**src/rtl/arb_pkg.sv**
```systemverilog
// Shared arbiter definitions: state encoding, master count and owner index width.
// Also used by the FCFS arbiter so both sides agree on the encoding.
package arb_pkg;

    localparam int unsigned NumMasters = 4;
    localparam int unsigned IdxW       = 2;
    localparam int unsigned CntW       = $clog2(NumMasters + 1);

    typedef enum logic [1:0] {
        StIdle = 2'd0,
        StXfer = 2'd1,
        StDone = 2'd2,
        StRel  = 2'd3
    } arb_state_e;

    function automatic logic [NumMasters-1:0] idx_to_onehot(input logic [IdxW-1:0] idx);
        return NumMasters'(1) << idx;
    endfunction

endpackage

```
**src/rtl/onehot_check.sv**
```systemverilog
// Classifies a grant vector: exactly one bit set, more than one set, and the
// index of the lowest set bit.
module onehot_check
    import arb_pkg::*;
(
    input  logic [NumMasters-1:0] grant_i,
    output logic                  valid_onehot_o,
    output logic                  multi_o,
    output logic [IdxW-1:0]       idx_o
);

    logic [CntW-1:0] cnt;

    always_comb begin
        cnt   = '0;
        idx_o = '0;
        // Walk downward so the lowest set bit is the index left standing.
        for (int i = NumMasters - 1; i >= 0; i--) begin
            if (grant_i[i]) begin
                cnt   = cnt + CntW'(1);
                idx_o = IdxW'(i);
            end
        end
        valid_onehot_o = (cnt == CntW'(1));
        multi_o        = (cnt > CntW'(1));
    end

endmodule

```
**src/rtl/arb_burst_mux.sv**
```systemverilog
// Routes the granted master's burst onto the shared slave port, counts beats,
// pulses Done on completion and Err on multi-grant, grant drop or stall timeout.
module arb_burst_mux
    import arb_pkg::*;
#(
    parameter int unsigned DW      = 8,
    parameter int unsigned LW      = 4,
    parameter int unsigned TIMEOUT = 15
) (
    input  logic          clk,
    input  logic          resetn,
    input  logic          Grant0,
    input  logic          Grant1,
    input  logic          Grant2,
    input  logic          Grant3,
    input  logic [DW-1:0] Wdata0,
    input  logic [DW-1:0] Wdata1,
    input  logic [DW-1:0] Wdata2,
    input  logic [DW-1:0] Wdata3,
    input  logic          Wvalid0,
    input  logic          Wvalid1,
    input  logic          Wvalid2,
    input  logic          Wvalid3,
    input  logic [LW-1:0] Blen0,
    input  logic [LW-1:0] Blen1,
    input  logic [LW-1:0] Blen2,
    input  logic [LW-1:0] Blen3,
    output logic          Wready0,
    output logic          Wready1,
    output logic          Wready2,
    output logic          Wready3,
    output logic          Done0,
    output logic          Done1,
    output logic          Done2,
    output logic          Done3,
    output logic [DW-1:0] Mdata,
    output logic          Mvalid,
    input  logic          Mready,
    output logic [1:0]    Mowner,
    output logic          Busy,
    output logic          Err
);

    localparam int unsigned SW = $clog2(TIMEOUT + 1);

    logic [NumMasters-1:0] grant_vec;
    logic [NumMasters-1:0] wvalid_vec;
    logic [NumMasters-1:0] wready_vec;
    logic [NumMasters-1:0] done_vec;
    logic [DW-1:0]         wdata_arr [NumMasters];
    logic [LW-1:0]         blen_arr  [NumMasters];

    assign grant_vec  = {Grant3, Grant2, Grant1, Grant0};
    assign wvalid_vec = {Wvalid3, Wvalid2, Wvalid1, Wvalid0};
    assign wdata_arr[0] = Wdata0;
    assign wdata_arr[1] = Wdata1;
    assign wdata_arr[2] = Wdata2;
    assign wdata_arr[3] = Wdata3;
    assign blen_arr[0]  = Blen0;
    assign blen_arr[1]  = Blen1;
    assign blen_arr[2]  = Blen2;
    assign blen_arr[3]  = Blen3;

    assign {Wready3, Wready2, Wready1, Wready0} = wready_vec;
    assign {Done3, Done2, Done1, Done0}         = done_vec;

    arb_state_e      state_q, state_d;
    logic [IdxW-1:0] owner_q, owner_d;
    logic [LW-1:0]   len_q, len_d;
    logic [LW-1:0]   beat_cnt_q, beat_cnt_d;
    logic [SW-1:0]   stall_cnt_q, stall_cnt_d;
    logic            done_q, done_d;
    logic            err_q, err_d;

    logic            gnt_single;
    logic            gnt_multi;
    logic [IdxW-1:0] gnt_idx;

    onehot_check u_onehot_check (
        .grant_i        (grant_vec),
        .valid_onehot_o (gnt_single),
        .multi_o        (gnt_multi),
        .idx_o          (gnt_idx)
    );

    logic          owner_gnt;
    logic          in_xfer;
    logic          xfer_live;
    logic          beat;
    logic [SW-1:0] stall_inc;

    // Slave path is a pure pass-through; a dropped owner grant gates it off.
    always_comb begin
        owner_gnt  = grant_vec[owner_q];
        in_xfer    = (state_q == StXfer);
        xfer_live  = in_xfer && owner_gnt;
        Mvalid     = xfer_live && wvalid_vec[owner_q];
        Mdata      = in_xfer ? wdata_arr[owner_q] : '0;
        wready_vec = '0;
        if (xfer_live) begin
            wready_vec[owner_q] = Mready;
        end
        beat      = Mvalid && Mready;
        stall_inc = stall_cnt_q + SW'(1);
    end

    always_comb begin
        state_d     = state_q;
        owner_d     = owner_q;
        len_d       = len_q;
        beat_cnt_d  = beat_cnt_q;
        stall_cnt_d = stall_cnt_q;
        done_d      = 1'b0;
        err_d       = 1'b0;

        case (state_q)
            StIdle: begin
                if (gnt_multi) begin
                    err_d = 1'b1;
                end else if (gnt_single) begin
                    owner_d     = gnt_idx;
                    len_d       = blen_arr[gnt_idx];
                    beat_cnt_d  = '0;
                    stall_cnt_d = '0;
                    state_d     = StXfer;
                end
            end
            StXfer: begin
                if (!owner_gnt) begin
                    err_d   = 1'b1;
                    state_d = StIdle;
                end else if (beat) begin
                    stall_cnt_d = '0;
                    // Compare before incrementing so len = 2^LW-1 never wraps.
                    if (beat_cnt_q == len_q) begin
                        done_d  = 1'b1;
                        state_d = StDone;
                    end else begin
                        beat_cnt_d = beat_cnt_q + LW'(1);
                    end
                end else if (stall_inc == SW'(TIMEOUT)) begin
                    err_d   = 1'b1;
                    state_d = StIdle;
                end else begin
                    stall_cnt_d = stall_inc;
                end
            end
            StDone: begin
                state_d = StRel;
            end
            StRel: begin
                if (!owner_gnt) begin
                    state_d = StIdle;
                end
            end
            default: begin
                state_d = StIdle;
            end
        endcase
    end

    always_ff @(posedge clk or negedge resetn) begin
        if (!resetn) begin
            state_q     <= StIdle;
            owner_q     <= '0;
            len_q       <= '0;
            beat_cnt_q  <= '0;
            stall_cnt_q <= '0;
            done_q      <= 1'b0;
            err_q       <= 1'b0;
        end else begin
            state_q     <= state_d;
            owner_q     <= owner_d;
            len_q       <= len_d;
            beat_cnt_q  <= beat_cnt_d;
            stall_cnt_q <= stall_cnt_d;
            done_q      <= done_d;
            err_q       <= err_d;
        end
    end

    assign done_vec = done_q ? idx_to_onehot(owner_q) : '0;
    assign Mowner   = owner_q;
    assign Busy     = (state_q != StIdle);
    assign Err      = err_q;

endmodule

```
**config.mk**
```make
export PLATFORM = sky130hd
export DESIGN_NAME = arb_burst_mux
export DESIGN_NICKNAME = d
export VERILOG_FILES = /design/src/rtl/arb_pkg.sv /design/src/rtl/onehot_check.sv /design/src/rtl/arb_burst_mux.sv
export SDC_FILE = /design/constraint.sdc
export NUM_CORES = 1
export LEC_CHECK = 0
export CAP_MARGIN = 40
export CORE_UTILIZATION = 30
export CTS_CLUSTER_DIAMETER = 100
export CTS_CLUSTER_SIZE = 12
export DETAILED_ROUTE_END_ITERATION = 16
export DONT_BUFFER_PORTS = 1
export HOLD_SLACK_MARGIN = 0.02
export PLACE_DENSITY = 0.54
export RECOVER_POWER = 50
export SYNTH_ARGS = -nofsm -noshare
export SYNTH_HDL_FRONTEND = slang
export SYNTH_SLANG_ARGS = --single-unit
```
**constraint.sdc**
```tcl
create_clock -name clk -period 2.3 [get_ports clk]
set_input_delay 0.23 -clock clk [delete_from_list [all_inputs] [get_ports clk]]
set_output_delay 0.23 -clock clk [all_outputs]
set_load 0.05 [all_outputs]
```
## After elaboration in Yosys (flattened, before gate mapping)

Cells that the tools add are included.

| operators by class | value |
|---|---|
| equality and inequality tests | 15 |
| add/subtract/negate cells | 5 |
| bitwise logic cells | 4 |
| reduce and logical (&&, ||, !) cells | 11 |
| order comparisons | 5 |
| multiplexer cells | 50 |
| shift operators | 1 |

Operator list:

| cell | number |
|---|---|
| $mux W4 | 12 |
| $mux W8 | 3 |
| $mux W2 | 11 |
| $bmux W8 S2 | 1 |
| $pmux W4 S2 | 2 |
| $mux W1 | 12 |
| $ne A2 B2 Y1 const B | 5 |
| $reduce_and A5 Y1 | 2 |
| $mux W3 | 3 |
| $add A4 B1 Y4 const B | 2 |
| $bmux W4 S2 | 1 |
| $pmux W2 S4 | 1 |
| $add A3 B1 Y3 const B | 2 |
| $ge A3 B3 Y1 const B | 2 |
| $not A2 Y3 | 2 |
| $reduce_and A6 Y1 | 1 |
| $and A4 B4 Y4 | 1 |
| $bmux W1 S2 | 2 |
| $eq A2 B2 Y1 const B | 2 |
| $eq A4 B4 Y1 | 1 |
| $eq A4 B4 Y1 const B | 1 |
| $logic_and A1 B1 Y1 | 4 |
| $ne A4 B2 Y1 const B | 1 |
| $ne A4 B3 Y1 const B | 1 |
| 15 further kinds | 16 |

| storage, ports and cells | value |
|---|---|
| register bits | 18 |
| bits of input ports | 59 |

## Logic depth before layout (Yosys ltp)

| logic depth | value |
|---|---|
| word-level depth | 11 |
| mapped depth | 11 |

## Hierarchy

From an unflattened synthesis, not the netlist that was laid out.

| unflattened totals | value |
|---|---|
| cell total of the unflattened synthesis | 150 |
| area total of the unflattened synthesis | 1,626.6 µm² |

By module, submodules not included:

| module | cells each | sequential area each (µm²) | area an instance (µm²) | times used |
|---|---|---|---|---|
| arb_burst_mux | 130 | 450.4 | 1,476.4 | 1 |
| onehot_check | 20 | 0.0 | 150.1 | 1 |

## Least setup slack after synthesis

No wires, ideal clock.

| path | value |
|---|---|
| kind | register to output |
| start point | register owner_q[0] (netlist: Mowner[0]) |
| end point | output Mvalid |
| path slack | -1.902 ns |
| cell stages (with the launch flop) | 5 |
| buffers on the path | 2 |
| data required time | 2.070 ns |
| arrival time | 3.972 ns |
| cells stage by stage | dfrtp_1 > clkbuf_1 > buf_1 > nor2_1 > a2111oi_0 |

| on the way | value |
|---|---|
| longest elaborated chain between the ends | 4 |
| elaborated cells between the ends (all ways) | 6 |

RTL lines:

| element | RTL line | source |
|---|---|---|
| from (decl) | arb_burst_mux.sv:68 | `logic [IdxW-1:0] owner_q, owner_d;` |
| from (signal assigned) | arb_burst_mux.sv:173 | `owner_q <= owner_d;` |
| $bmux W1 S2 | arb_burst_mux.sv:94 | `owner_gnt = grant_vec[owner_q];` |
| $mux W1 (implied by the code) | arb_burst_mux.sv:94 |  |
| $logic_and A1 B1 Y1 | arb_burst_mux.sv:96 | `xfer_live = in_xfer && owner_gnt;` |
| $logic_and A1 B1 Y1 * | arb_burst_mux.sv:97 | `Mvalid = xfer_live && wvalid_vec[owner_q];` |
| to (decl) | arb_burst_mux.sv:37 | `output logic Mvalid,` |

Every way passes the cells marked *; elsewhere a longest branch is shown, timed or not. The select of a mux whose other input is x is not followed.

## Worst setup path in the final report

| path | value |
|---|---|
| start point | input Grant2 |
| end point | register owner_q[0] (netlist: Mowner[0]) |

| on the way | value |
|---|---|
| longest elaborated chain between the ends | 8 |
| elaborated cells between the ends (all ways) | 12 |

RTL lines:

| element | RTL line | source |
|---|---|---|
| from (decl) | arb_burst_mux.sv:14 | `input logic Grant2,` |
| $mux W3 | onehot_check.sv:19 | `if (grant_i[i]) begin` |
| $add A3 B1 Y3 | onehot_check.sv:20 | `cnt = cnt + CntW'(1);` |
| $mux W3 | onehot_check.sv:19 |  |
| $add A3 B1 Y3 | onehot_check.sv:20 |  |
| $mux W3 | onehot_check.sv:19 |  |
| $gt A3 B1 Y1 | onehot_check.sv:25 | `multi_o = (cnt > CntW'(1));` |
| $not A1 Y1 (no line) | - |  |
| $reduce_and A3 Y1 (no line) | - |  |

Parallel ways exist; a longest one is shown, timed or not.
A chain may end at the register's enable or synchronous reset.

==> summary.txt <==
Timing
  – Slew Limit Fails: 0
  – Final critical-path share of the clock period: 102.6%
  – Unrepaired setup endpoints after global routing: yes
  – Slew headroom: 43.07%
  – Final hold viol count: 0
  – Setup WS post-layout: -0.05967 ns
  – Max Fclk: 423.8 MHz
  – Total negative slack: -0.2737 ns
  – Clock skew: between 0.001 and 0.0015 ns
  – Min Clock Period, post-route: between 2 and 2.5 ns
  – # setup viols final: 8
  – Worst Max-Slew Pin Slew: 0.8512 ns

Floorplan
  – Core Box Area: between 0.005 and 0.006 mm²
  – FP Rows: 26
  – Die H: around 77 µm
  – DIE WIDTH: approximately 77 µm
  – Starting density of the core: between 30 and 40%
  – Die area: 0.005891 mm²
  – Ports: 80

Logic synthesis
  – Synth Area per Inst: ~9.5 µm²
  – Simple-Gate Fraction of Synth Area: 22.01%
  – Sequential-to-total area share from yosys stat: between 20% and 30%
  – Ys Warns: 0
  – Synth Area in Compound Gates: between 10 and 15%
  – Top cell type's share of synthesized area: 26.87%
  – Post-synthesis adder-cell area fraction: 5.970%
  – Area contributors post-synth: dfrtp_1 27%, mux4_2 12%, ha_1 6.0%, mux2i_1 4.8%, nor2_1 3.8%
  – Mapped cell area: between 0.0015 and 0.002 mm²
  – Post-Synthesis Cells: 177
  – Post-synthesis mux area share: approximately 23%
  – Most common flop cell mapped by yosys: dfrtp_1
  – Synthesized Nets: roughly 240
  – Largest family of logic cells by synthesized area: multiplexers
  – Synth Area in XOR/XNOR: around 4.7%
  – Largest area contributor in the netlist: dfrtp_1
  – Seq cells post-synth: 18
  – Number of flops mapped to enable cells by yosys: 0
  – Distinct cells, synth: 44
  – FFs w/ async S/R, synth: 100.0%

Placement
  – Hpwl dp: 3.350 mm
  – DP Area: just under 0.002 mm²
  – Final GP Congestion: a little under 0.8
  – Port bufs: 0

Finish
  – Post-route cell area: approximately 0.0021 mm²
  – Diode count: 0
  – Layout Utilization: around two fifths
  – Fraction of layout cells with a size suffix above 1: 29.85%
  – Fin nets: 270
  – Area growth from synthesis to layout: 25.52%

Status
  – Outcome: complete, but fails checks
  – Violated checks: negative setup slack

Setup path
  – Critical Path RT: roughly 2.5 ns
  – Crit path max fanout: 7
  – Arr. time, crit path: 2.52 ns
  – Worst Setup Path Type: in2reg
  – CP endpoint kind: flop
  – Startpoint Class: primary input

Clock tree
  – Sink Count: 18
  – Clk_lat worst skew: ~0.25 ns
  – Clk pin slew, worst setup/hold paths: 0.07 ns
  – H-tree levels: 1
  – CTS tree: built
  – Clock buffer count from CTS: 3
  – CTS Buffer Depth: 2
  – Clock root cell: clkbuf_8

GRT
  – Global Route Usage Sum: approximately 15%
  – First-pass GRT wire length: approximately 7.1 mm
  – Number of global-route vias before repair: about 1500
  – Largest net degree at the start of global routing: 19
  – Total congestion overflow: 0
  – Initial antenna violation count: 0

Drt
  – First-pass DRT Iterations: 4
  – Routed wire per std cell: between 15 and 20 µm
  – Drt first-iter violations: between 50 and 60
  – Drt via density: about 5.3
  – Via count: about 1400
  – Drt drc: 0
  – Drt total wl: around 4.2 mm
  – Post-route antenna net violation count: 0

Job
  – Max Cap Viol: 0

Pwr
  – P per Cell Area: 1226 mW/mm²
  – Peak VDD IR: 526.5 µV
  – Leak pwr: just under 0.9 nW
  – Power, Total: 2.581 mW

Min path
  – Hold Crit Class: in2reg
## critical path, stage by stage
cell,delay [ns]
clkinvlp_4,0.08
ha_4,0.25
xor2_1,0.14
ha_1,0.32
or2b_1,0.23
mux4_2,0.51
nor4_4,0.16
buf_6,0.16
buf_12,0.12
buf_4,0.11
mux2i_2,0.22
## where the power goes
| group | internal (mW) | switching, mW | leakage [nW] | total (mW) |
|---|---|---|---|---|
| Sequential | 0.445 | 0.178 | 0.230 | 0.623 |
| Combinational | 0.682 | 1.05 | 0.632 | 1.73 |
| Clock | 0.116 | 0.106 | 0.0216 | 0.223 |
| Total | 1.24 | 1.34 | 0.884 | 2.58 |
## layout make-up
| type | count | area, µm² |
|---|---|---|
| clock buffers | 3 | 41.29 |
| fillers | 534 | 3133 |
| inverters | 10 | 41.29 |
| multi-input cells | 139 | 1220 |
| flip-flops and latches | 18 | 450.4 |
| well taps | 70 | 87.58 |
| repair buffers | 31 | 264.0 |
## final timing paths
path	from	end	slack, ns	depth (start not counted)
min	Blen3[1]	len_q[1]	0.31	3
min in group asynchronous	resetn	stall_cnt_q[0]	0.53	1
max in group asynchronous	resetn	len_q[1]	1.25	1
min reg2reg	len_q[2]	len_q[2]	0.55	1
max	Grant2	Mowner[0]	-0.06	11
max reg2reg	Mowner[1]	stall_cnt_q[0]	0.28	6
## Yosys cell counts (all sizes together) (4+ instances only)
| master | instances |
|---|---|
| mux4 | 9 |
| ha | 8 |
| and2 | 10 |
| mux2 | 9 |
| nor2 | 17 |
| mux2i | 8 |
| nand2 | 11 |
| dfrtp | 18 |
| a211oi | 5 |
| inv | 10 |
| nor4 | 5 |
| clkbuf | 4 |
| nor2b | 8 |
| a21oi | 6 |
| o21ai | 4 |
| buf | 6 |
| xor2 | 7 |
## sequential cells by signal, indices dropped and copies added, names as in the netlist, named ones only
name / flops
len_q: 4
Mowner: 2
Err: 1
done_q: 1
state_q: 1
stall_cnt_q: 4
beat_cnt_q: 4
## kinds of logic (layout without fill, tap and decap cells)
logic type | Yosys count | count (layout)
muxes | 26 | 26
buffers and inverters | 20 | 44
and+or+nand+nor | 67 | 67
adders and majority gates | 8 | 8
xor gates and xnor gates | 9 | 9
DFF | 18 | 18
AOI/OAI and AO/OA | 29 | 29
## timing repair
item | CTS | global route
hold buffers | 1 | 0
pin swaps | 0 | 1
gates cloned | 0 | 0
endpoints found under the setup margin | 5 | 13
endpoints found under the hold margin | 18 | 0
gates resized for setup | 0 | 8
setup buffers | 4 | 1
## layout by cell type (no fill, tap or decap), types with 4 or more instances in the layout
cell type   n
nor2_1     17
mux2i_1     7
inv_1       9
nor4_1      4
ha_1        7
xor2_1      7
mux2_4      5
a211oi_1    5
nor2b_1     8
dfrtp_1    18
mux4_2      9
and2_1      9
a21oi_1     6
buf_4      25
nand2_1    10
## layer usage
metal,wire [µm],GRT usage [%]
met5,0,0
met4,62,5.000
met3,378,3.810
met2,2089,26.96
met1,1705,17.12
## through the flow
stage | worst slack (ns) | hold slack, ns | std cells
after floorplan | -0.2553 | -0.06559 | 177
after global placement | -0.2784 | -0.06448 | 262
after detailed placement | -0.3022 | -0.06442 | 262
after CTS | -0.02356 | 0.3122 | 270
after global routing | -0.1579 | 0.3371 | 271
final | -0.05967 | 0.3096 | 271
(Power assumes the default switching activity.)
